`config.mk`:
```
export PLATFORM = sky130hd
export DESIGN_NAME = ifu_fetch
export DESIGN_NICKNAME = d
export VERILOG_FILES = /design/src/rtl/ifu_fetch_pkg.sv /design/src/rtl/ifu_pc.sv /design/src/rtl/ifu_fetch.sv
export SDC_FILE = /design/constraint.sdc
export NUM_CORES = 1
export LEC_CHECK = 0
export ABC_AREA = 1
export CORE_MARGIN = 4
export CORE_UTILIZATION = 42
export CTS_CLUSTER_DIAMETER = 80
export CTS_CLUSTER_SIZE = 20
export DETAILED_ROUTE_END_ITERATION = 10
export GPL_TIMING_DRIVEN = 1
export PLACE_DENSITY_LB_ADDON = 0.2
export SYNTH_ARGS = -nofsm -noshare
export SYNTH_HDL_FRONTEND = slang
export SYNTH_SLANG_ARGS = --single-unit
```
`constraint.sdc`:
```
create_clock -name clk -period 1.47 [get_ports clk]
set_input_delay 0.294 -clock clk [delete_from_list [all_inputs] [get_ports clk]]
set_output_delay 0.294 -clock clk [all_outputs]
set_load 0.02 [all_outputs]
```
`src/rtl/ifu_fetch_pkg.sv`:
```
// Shared types and constants for the instruction-fetch stage.
package ifu_fetch_pkg;

  localparam int unsigned XLEN      = 32;
  localparam int unsigned INST_BYTES = 4;

  localparam logic [XLEN-1:0] INST_NOP       = 32'h0000_0013;
  localparam logic [XLEN-1:0] RESET_ADDR_DEF = 32'h0000_0000;
  localparam logic [XLEN-1:0] INST_STEP      = XLEN'(INST_BYTES);

  typedef enum logic {
    S_REQ  = 1'b0,
    S_WAIT = 1'b1
  } fetch_state_e;

  typedef struct packed {
    logic [XLEN-1:0] inst;
    logic [XLEN-1:0] addr;
  } fetch_buf_t;

  // Clear the byte-offset bits so every fetch is word aligned.
  function automatic logic [XLEN-1:0] word_align(input logic [XLEN-1:0] a);
    return a & ~XLEN'(INST_BYTES - 1);
  endfunction

endpackage

```
`src/rtl/ifu_pc.sv`:
```
// Program counter: reset load, aligned redirect, and +4 on accepted fetch.
module ifu_pc
  import ifu_fetch_pkg::*;
#(
  parameter logic [XLEN-1:0] RESET_ADDR = RESET_ADDR_DEF
) (
  input  logic            clk,
  input  logic            rst,
  input  logic            jump_flag,
  input  logic [XLEN-1:0] jump_addr,
  input  logic            inc,
  output logic [XLEN-1:0] pc
);

  // A redirect always wins over the increment on the same edge.
  always_ff @(posedge clk) begin
    if (rst) begin
      pc <= word_align(RESET_ADDR);
    end else if (jump_flag) begin
      pc <= word_align(jump_addr);
    end else if (inc) begin
      pc <= pc + INST_STEP;
    end
  end

endmodule

```
`src/rtl/ifu_fetch.sv`:
```
// Instruction fetch: one outstanding bus transaction, single-entry output
// buffer toward IF/ID, redirect handling with stale-response discard.
module ifu_fetch
  import ifu_fetch_pkg::*;
#(
  parameter logic [XLEN-1:0] RESET_ADDR = RESET_ADDR_DEF,
  parameter logic [XLEN-1:0] NOP_INST   = INST_NOP
) (
  input  logic            clk,
  input  logic            rst,
  input  logic            jump_flag_i,
  input  logic [XLEN-1:0] jump_addr_i,
  input  logic            hold_flag_i,
  output logic            ibus_req_o,
  output logic [XLEN-1:0] ibus_addr_o,
  input  logic            ibus_gnt_i,
  input  logic            ibus_rvalid_i,
  input  logic [XLEN-1:0] ibus_rdata_i,
  output logic            ibus_rready_o,
  output logic [XLEN-1:0] inst_o,
  output logic [XLEN-1:0] inst_addr_o,
  output logic            inst_valid_o
);

  fetch_state_e    state_q, state_d;
  logic            discard_q, discard_d;
  logic            buf_valid_q, buf_valid_d;
  fetch_buf_t      buf_q, buf_d;
  logic [XLEN-1:0] req_addr_q, req_addr_d;
  logic [XLEN-1:0] pc;
  logic            pc_inc;

  logic grant_c;
  logic rsp_c;
  logic consume_c;

  ifu_pc #(
    .RESET_ADDR(RESET_ADDR)
  ) u_pc (
    .clk       (clk),
    .rst       (rst),
    .jump_flag (jump_flag_i),
    .jump_addr (jump_addr_i),
    .inc       (pc_inc),
    .pc        (pc)
  );

  // A held, full buffer back-pressures the response channel.
  assign ibus_rready_o = !buf_valid_q || !hold_flag_i;

  assign grant_c   = (state_q == S_REQ) && ibus_gnt_i;
  assign rsp_c     = (state_q == S_WAIT) && ibus_rvalid_i && ibus_rready_o;
  assign consume_c = buf_valid_q && !hold_flag_i && !jump_flag_i;

  always_ff @(posedge clk) begin
    if (rst) begin
      state_q     <= S_REQ;
      discard_q   <= 1'b0;
      buf_valid_q <= 1'b0;
      buf_q       <= '0;
      req_addr_q  <= '0;
    end else begin
      state_q     <= state_d;
      discard_q   <= discard_d;
      buf_valid_q <= buf_valid_d;
      buf_q       <= buf_d;
      req_addr_q  <= req_addr_d;
    end
  end

  // Next-state, buffer update and bus request drive.
  always_comb begin
    state_d     = state_q;
    discard_d   = discard_q;
    buf_valid_d = buf_valid_q;
    buf_d       = buf_q;
    req_addr_d  = req_addr_q;
    pc_inc      = 1'b0;
    ibus_req_o  = 1'b0;
    ibus_addr_o = pc;

    case (state_q)
      S_REQ: begin
        ibus_req_o = 1'b1;
        if (grant_c) begin
          state_d    = S_WAIT;
          req_addr_d = pc;
          if (jump_flag_i) begin
            discard_d = 1'b1;
          end else begin
            pc_inc = 1'b1;
          end
        end
      end
      S_WAIT: begin
        if (rsp_c) begin
          state_d   = S_REQ;
          discard_d = 1'b0;
        end else if (jump_flag_i) begin
          discard_d = 1'b1;
        end
      end
    endcase

    if (consume_c) begin
      buf_valid_d = 1'b0;
    end

    // A response racing a redirect, or one flagged stale, is dropped.
    if (rsp_c && !discard_q && !jump_flag_i) begin
      buf_d.inst  = ibus_rdata_i;
      buf_d.addr  = req_addr_q;
      buf_valid_d = 1'b1;
    end

    if (jump_flag_i) begin
      buf_valid_d = 1'b0;
    end
  end

  assign inst_o       = buf_valid_q ? buf_q.inst : NOP_INST;
  assign inst_addr_o  = buf_valid_q ? buf_q.addr : '0;
  assign inst_valid_o = buf_valid_q;

endmodule

```
* After elaboration in Yosys (flattened, before gate mapping) *
Cells that the tools add are included.

storage, ports and cells
  bits in registers = 131
  input port bits = 70
  output and inout bits = 99
  word-level logic and storage cells = 44

cells by class
  add/subtract/negate cells = 1
  eq/ne operators = 1
  mux-type cells = 17
  bitwise logic cells = 1
  reduce and logical (&&, ||, !) cells = 16

operator list
  kind                                                             number
  32-bit two-way mux                                               4
  32-bit by 3-bit adder with 32-bit output, second input constant  1
  1-bit two-way mux                                                11
  1-bit logical AND                                                7
  1-bit logical NOT                                                4
  1-bit case mux with 2 select lines                               2
  2-bit nonzero test                                               2
  2-bit inequality test, second input constant                     1
  2-bit AND reduction                                              1
  2-bit OR reduction                                               1
  1-bit logical OR                                                 1
  1-bit NOT                                                        1

* Longest topological paths before layout *
Gate-level depths: netlist of run 1.

  depth in word-level cells = 6
  depth in mapped cells = 10
  mapped depth without buffers = 9

* Modules after synthesis *
From an unflattened synthesis of run 1, not the netlist that was laid out.

second synthesis, totals
  cells, all modules = 1133
  area, all modules = 7073.0 um^2

by module, submodules not included
  module     instances  cells an instance  area each (um^2)  seq. area each (um^2)
  ifu_fetch  1          807                4972.3            1981.9
  ifu_pc     1          326                2100.8            600.6

* Least setup slack after synthesis of run 1 *
Ideal clock, no wire load.

  path type = register -> register
  start = register u_pc.pc[3]
  end = register u_pc.pc[26]
  setup time = 0.131 ns
  data arrival time = 1.408 ns
  required time = 1.339 ns
  setup slack = -0.068 ns
  stages on the path, launching flop included = 9
  path through = dfxtp_1 -> ha_1 -> nand2_2 -> nor2_4 -> nand2_4 -> nor2_4 -> nand3_1 -> nand3_2 -> a21oi_2

on the way
  word-level cells in the longest chain between the ends = 3

RTL lines
  item                                      line          source
  start: declaration                        ifu_pc.sv:12  output logic [XLEN-1:0] pc
  start signal: assignment                  ifu_pc.sv:18  pc <= word_align(RESET_ADDR);
  start signal: assignment                  ifu_pc.sv:20  pc <= word_align(jump_addr);
  start signal: assignment                  ifu_pc.sv:22  pc <= pc + INST_STEP;
  32-bit by 3-bit adder with 32-bit output  ifu_pc.sv:22
  32-bit two-way mux                        ifu_pc.sv:21  end else if (inc) begin
  32-bit two-way mux                        ifu_pc.sv:19  end else if (jump_flag) begin

Every way passes these cells. The select of a mux whose other input is x is not followed.
A chain may end at the register's enable or synchronous reset.

* Worst setup path in the final report of run 1 *
  start = register buf_valid_q, in the netlist inst_valid_o
  end = output inst_addr_o[7]

on the way
  word-level cells in the longest chain between the ends = 1

RTL lines
  item                      line              source
  start: declaration        ifu_fetch.sv:27   logic buf_valid_q, buf_valid_d;
  start signal: assignment  ifu_fetch.sv:65   buf_valid_q <= buf_valid_d;
  32-bit two-way mux        ifu_fetch.sv:122  assign inst_addr_o = buf_valid_q ? buf_q.addr : '0;
  end: declaration          ifu_fetch.sv:21   output logic [XLEN-1:0] inst_addr_o,

Every way passes these cells.

==> results.toml, run 1 <==
[clock_network]
clk_pin_slew_worst_paths_ns = 0.05
cts_buffers = 17
cts_tree = "built"
postCtsHoldBufs = 0
cts.path.max_buffers = 2
cts.sinks = 125
cts_root_buffer = "clkbuf_16"
clk_latency_ns = 0.41
htree_levels = 4

[routing]
wire_per_inst_um = 16.0
drc = 0
final_antenna_net_count = 0
routed_via_density = 5.01
drt-pass1-iter-count = 5
vias = 6441
drtIter0Drc = 322
drt_wl_total_um = 20600

[power_and_ir_drop]
combPwrFrac_pct = 13.3
p_clk_share_pct = 45.4
power_per_cell_area_nw_per_um2 = 877
p_leak_nw = 4.68
cell_internal_pwr_mw = 6.70
vdd_drop_max_v = 0.000705
seqPwrFrac_pct = 41.3
switching_share_pct = 25.0
power.switching_mw = 2.24

[synth]
synthArstFlopShare_pct = 0
syn_area_um2 = 5980
ys_seq_elements = 125
synthCells = 891
synthDistinctLibCells = 31
ys.warnings.count = 0
yosysSeqAreaShare_pct = 41.8
synth_edf_count = 0
synth-main-ff-cell = "dfxtp_1"
postSynthAreaPerCell_um2 = 6.71

[timing]
hold_ws_ns = 0.395
finalCritPeriodShare_pct = 115
setup_violations = 124
max_freq_mhz = 590
fin_ws_ns = -0.226
rsz0062_at_grt = "yes"
fin_crit_ns = 1.70
report.final.hold_viol_count = 0
tns_ns = -16.32
fin_skew_ns = 0.00435
finalMaxSlewViolations = 0

[worst_setup_path]
worst-path-max-fanout = 8
max_stage_delay_ns = 0.36
worst-path-buf-inv = 5
critical_path.top_delay_family = "buffers and inverters"
worstPathArrival_ns = 1.40
start_kind = "flop"
path_cells = "buf_12, buf_12, buf_16, nand2_2, inv_2, buf_6"
end_kind = "output pin"
cp_slowest_cell = "dfxtp_4"
path_class = "reg -> out"
crit_top_cell = "buf_12"
cp_data_required_time_ns = 1.18

[layout]
fillers = 1061
final_cell_mix = "nand2_1 (167), dfxtp_1 (101), nand2_4 (77)"
final_cells = 1286
layout-drive-gt1-share_pct = 43.4
areaGrowthSynthToFinish_pct = 70.5
final_cell_area_um2 = 10200
layout_commonest_cell = "nand2_1"
finalNetCount = 1165
diodes = 0

[outcome]
status = "finished with violations"
failed_checks = "setup timing"

[placed_design]
io_buffers = 162
place_inst = 1223
placed_area_um2 = 7950
dp_slack_ns = -0.493
gp_congestion = 0.863
place_hpwl_um = 12100

[global_routing]
grt_first_pass_wirelength_um = 27800
use_met2_pct = 33.6
use_met1_pct = 29.3
grt_pass1_vias = 5662
grt_usage_pct = 21.3
busiest_layer = "met2"
grt_max_degree = 52
grt_overflow = 0
use_met3_pct = 4.06
antenna_found_initial = 0

[floorplan]
die-area_um2 = 16200
start_util_pct = 42.9
core-area_um2 = 13900
pin_count = 169
die_w_um = 127
die_h_um = 127
placementRows = 43

[min_path]
hp-class = "in -> reg"

[job]
drv_cap = 0
## per-stage QoR
stage / util, % / total power, mW
5_1_grt: 73.2 / 9.28
6_report: 73.2 / 8.94
3_5_place_dp: 57.1 / 4.70
2_1_floorplan: - / 4.21
4_1_cts: 62.6 / 8.73
3_3_place_gp: 57.1 / 4.69
## sequential cells by signal, summed over array words and instances (netlist names)
register and cells:
discard_q 1, state_q 1, req_addr_q 30, inst_valid_o 1, buf_q 62, u_pc.pc 30
## power by group through the flow
stage               sequential (mW)  combinational (mW)  clock [mW]
finish                         3.69                1.19        4.06
global route                   3.71                1.28        4.29
CTS                            3.66               0.977        4.10
detailed placement             3.73               0.976           0
global placement               3.73               0.965           0
floorplan                      3.77               0.446           0
## synth_stat cells, types with 6 or more instances
cell      number  area, µm²
nor2_1        41        154
buf_4         14        105
inv_1        117        439
nor2_2         7       43.8
a31oi_1        6       37.5
dfxtp_1      125       2500
o21ai_0       60        300
nand2_2       14       87.6
nand2_1      288       1080
a21oi_2       12        105
clkbuf_1      23       86.3
nor2_4         7       78.8
a21oi_1      100        500
nand3_1       33        165
buf_2         12       60.1
## routing by layer
| layer | share of wire (%) | wire length (µm) |
|---|---|---|
| met5 | 0 | 0 |
| met4 | 3.1 | 632 |
| met3 | 5.7 | 1180 |
| met2 | 48 | 9970 |
| met1 | 43 | 8820 |
## repair_timing
action                     in CTS  in global routing
pin swaps                       1                 52
setup endpoints to repair     148                161
buffers inserted                2                 13
resized for setup             400                436
cloned                          4                 14
## cells by family after synthesis
logic type	count (synthesis)	synth area share [%]
flops	125	41.8
buf+inv	175	12.4
other cells	1	0.0627
fa+ha+maj	1	0.209
compound gates	185	16.4
simple gates	398	28.1
xor+xnor	6	0.879
## tightest hold or removal path: cells and delay by family
family,cells,cell delay (ns)
AOI/OAI and AO/OA,1,0.12
buffers and inverters,2,0.35
## worst paths after layout
| check | from | to | slack (ns) | cells after the start |
|---|---|---|---|---|
| worst max-delay path | inst_valid_o | inst_addr_o[7] | -0.23 | 6 |
| worst min-delay path | rst | buf_q[26] | 0.39 | 3 |
| worst max register to register | inst_valid_o | buf_q[16] | -0.18 | 10 |
| worst min register to register | buf_q[33] | buf_q[33] | 0.45 | 2 |
## area by class of cell
type                       instances  area [µm²]  share of cell area (%)
sequential                       125        2540                    24.9
clock inverter                     7        87.6                   0.859
timing repair inverter             1        16.3                   0.160
inverter                         122         475                    4.66
timing repair buffer             232        2660                    26.1
multi-input combinational        595        3710                    36.4
clock buffer                      24         482                    4.72
tap                              180         225                    2.21
(Power assumes the default switching activity.)
==> inputs of run 2 (changes only) <==
--- a/config.mk
+++ b/config.mk
@@ -13,6 +13,7 @@
 export DETAILED_ROUTE_END_ITERATION = 10
 export GPL_TIMING_DRIVEN = 1
 export PLACE_DENSITY_LB_ADDON = 0.2
+export SLEW_MARGIN = 15
 export SYNTH_ARGS = -nofsm -noshare
 export SYNTH_HDL_FRONTEND = slang
 export SYNTH_SLANG_ARGS = --single-unit
==> results of run 2 <==
Final layout, timing and power as in run 1 (identical DEF).
==> inputs of run 3 (changes only) <==
--- a/config.mk
+++ b/config.mk
@@ -13,6 +13,7 @@
 export DETAILED_ROUTE_END_ITERATION = 10
 export GPL_TIMING_DRIVEN = 1
 export PLACE_DENSITY_LB_ADDON = 0.2
+export SETUP_SLACK_MARGIN = 0.02
 export SLEW_MARGIN = 15
 export SYNTH_ARGS = -nofsm -noshare
 export SYNTH_HDL_FRONTEND = slang
==> results.toml, run 3 (synthesis gave the netlist of run 1 again) <==
[outcome]
status = "finished with violations"
failed_checks = "setup timing"

[routing]
routed_via_density = 4.82
drtIter0Drc = 311
vias = 6109
drc = 0
wire_per_inst_um = 14.3
drt-pass1-iter-count = 6
drt_wl_total_um = 18100
final_antenna_net_count = 0

[timing]
fin_crit_ns = 1.62
fin_ws_ns = -0.153
report.final.hold_viol_count = 0
setup_violations = 64
rsz0062_at_grt = "yes"
finalCritPeriodShare_pct = 110
fin_skew_ns = 0.00506
max_freq_mhz = 616
finalMaxSlewViolations = 0

[power_and_ir_drop]
power.switching_mw = 2.13
cell_internal_pwr_mw = 6.64
combPwrFrac_pct = 11.9
switching_share_pct = 24.3
p_leak_nw = 4.12
p_clk_share_pct = 46.2
power_per_cell_area_nw_per_um2 = 953
p_total_mw = 8.77
seqPwrFrac_pct = 41.9
vdd_drop_max_v = 0.000751

[layout]
layout-drive-gt1-share_pct = 29.3
top_register = "buf_q"
areaGrowthSynthToFinish_pct = 53.9
final_cell_mix = "nand2_1 (259), dfxtp_1 (101), a21oi_1 (93)"
largest_register_ffs = 62
diodes = 0
fillers = 1235
finalNetCount = 1147
reg_top3 = "buf_q: 62 flops, req_addr_q: 30 flops, u_pc.pc: 30 flops"
layout_commonest_cell = "nand2_1"

[global_routing]
grt_first_pass_wirelength_um = 28100
grt_max_degree = 52
grt_overflow = 0
grt_usage_pct = 21.5
grt_pass1_vias = 5750
antenna_found_initial = 0

[min_path]
min_path_cells = 3
min_from = "rst"
hold_end = "buf_q[47]"
hp-class = "in -> reg"

[worst_setup_path]
cp_data_required_time_ns = 1.18
worst-path-max-fanout = 8
path_class = "reg -> out"
worstPathArrival_ns = 1.33
reg2reg_to = "buf_q[9]"
path_cells = "buf_12, buf_16, nand2_4, inv_2, buf_6"
r2r_cells = 9
cp_slowest_cell = "dfxtp_4"
end_kind = "output pin"
max_stage_delay_ns = 0.40
timing.rr.start = "inst_valid_o"
rrSetupSlack_ns = 0.03
start_kind = "flop"

[floorplan]
core-area_um2 = 13900
die-area_um2 = 16200
die_w_um = 127
placementRows = 43
die_h_um = 127
pin_count = 169
start_util_pct = 42.9

[clock_network]
cts.sinks = 125
cts_root_buffer = "clkbuf_16"
clk_pin_slew_worst_paths_ns = 0.05
postCtsHoldBufs = 0
cts.path.max_buffers = 2
htree_levels = 4
cts_tree = "built"
cts_buffers = 17
clk_latency_ns = 0.41

[placed_design]
io_buffers = 162
gp_congestion = 0.863
place_hpwl_um = 12100
dp_slack_ns = -0.493

[job]
drv_cap = 0
[run 3: how the worst max path moves through the flow]
stage                            start           to  slack, ns  cells past startpoint
after floorplan           inst_valid_o    buf_q[50]       0.04                      8
after global placement      ibus_gnt_i   u_pc.pc[6]      -0.47                      5
after detailed placement    ibus_gnt_i  u_pc.pc[22]      -0.49                      5
after CTS                 inst_valid_o    inst_o[7]      -0.18                      5
after global routing      inst_valid_o   inst_o[14]      -0.21                      5
final                     inst_valid_o   inst_o[14]      -0.15                      5
[run 3: metal layers]
metal	share of wire, %	vias up	routed length [µm]	track usage (%)
li1	-	3137	-	-
met1	46	2749	8350	29.2
met2	47	198	8440	34.5
met3	6.0	25	1100	4.18
met4	1.4	0	257	7.26
met5	0	-	0	0
[run 3: power groups by stage]
stage	sequential, mW	clock [mW]	combinational [mW]
2_1_floorplan	3.77	0	0.446
3_3_place_gp	3.73	0	0.965
3_5_place_dp	3.73	0	0.976
4_1_cts	3.66	4.10	1.00
5_1_grt	3.69	4.26	1.14
6_report	3.67	4.06	1.04
[run 3: cell type report]
type / count / area (µm²) / area share, %
Inverter: 122 / 470 / 5.11
Multi-Input combinational cell: 595 / 3040 / 33.0
Timing Repair Buffer: 215 / 2360 / 25.7
Sequential cell: 125 / 2540 / 27.6
Clock buffer: 24 / 482 / 5.23
Clock inverter: 7 / 87.6 / 0.951
Tap cell: 180 / 225 / 2.45
[run 3: timing repair]
| action | 4_1_cts | 5_1_grt |
|---|---|---|
| gates cloned | 5 | 2 |
| hold endpoints to repair | 0 | 0 |
| pin swaps | 8 | 14 |
| resized for setup | 521 | 99 |
| setup endpoints to repair | 149 | 163 |
| setup buffers | 5 | 3 |
[run 3: worst max-delay path: cells and delay by family (launching register included)]
family | cells | cell delay, ns
buffers and inverters | 4 | 0.45
DFF | 1 | 0.40
and+or+nand+nor | 1 | 0.06
[run 3: per-stage QoR]
step / std cells / area, µm² / util (%) / hold slack [ns] / setup TNS, ns
after floorplan: 894 / 5990 / - / 0.429 / 0
after global placement: 1223 / 7950 / 57.1 / 0.439 / -34.21
after detailed placement: 1223 / 7950 / 57.1 / 0.445 / -37.30
after CTS: 1264 / 8920 / 64.0 / 0.363 / -6.91
after global routing: 1268 / 9210 / 66.1 / 0.379 / -9.92
final: 1268 / 9210 / 66.1 / 0.374 / -4.66
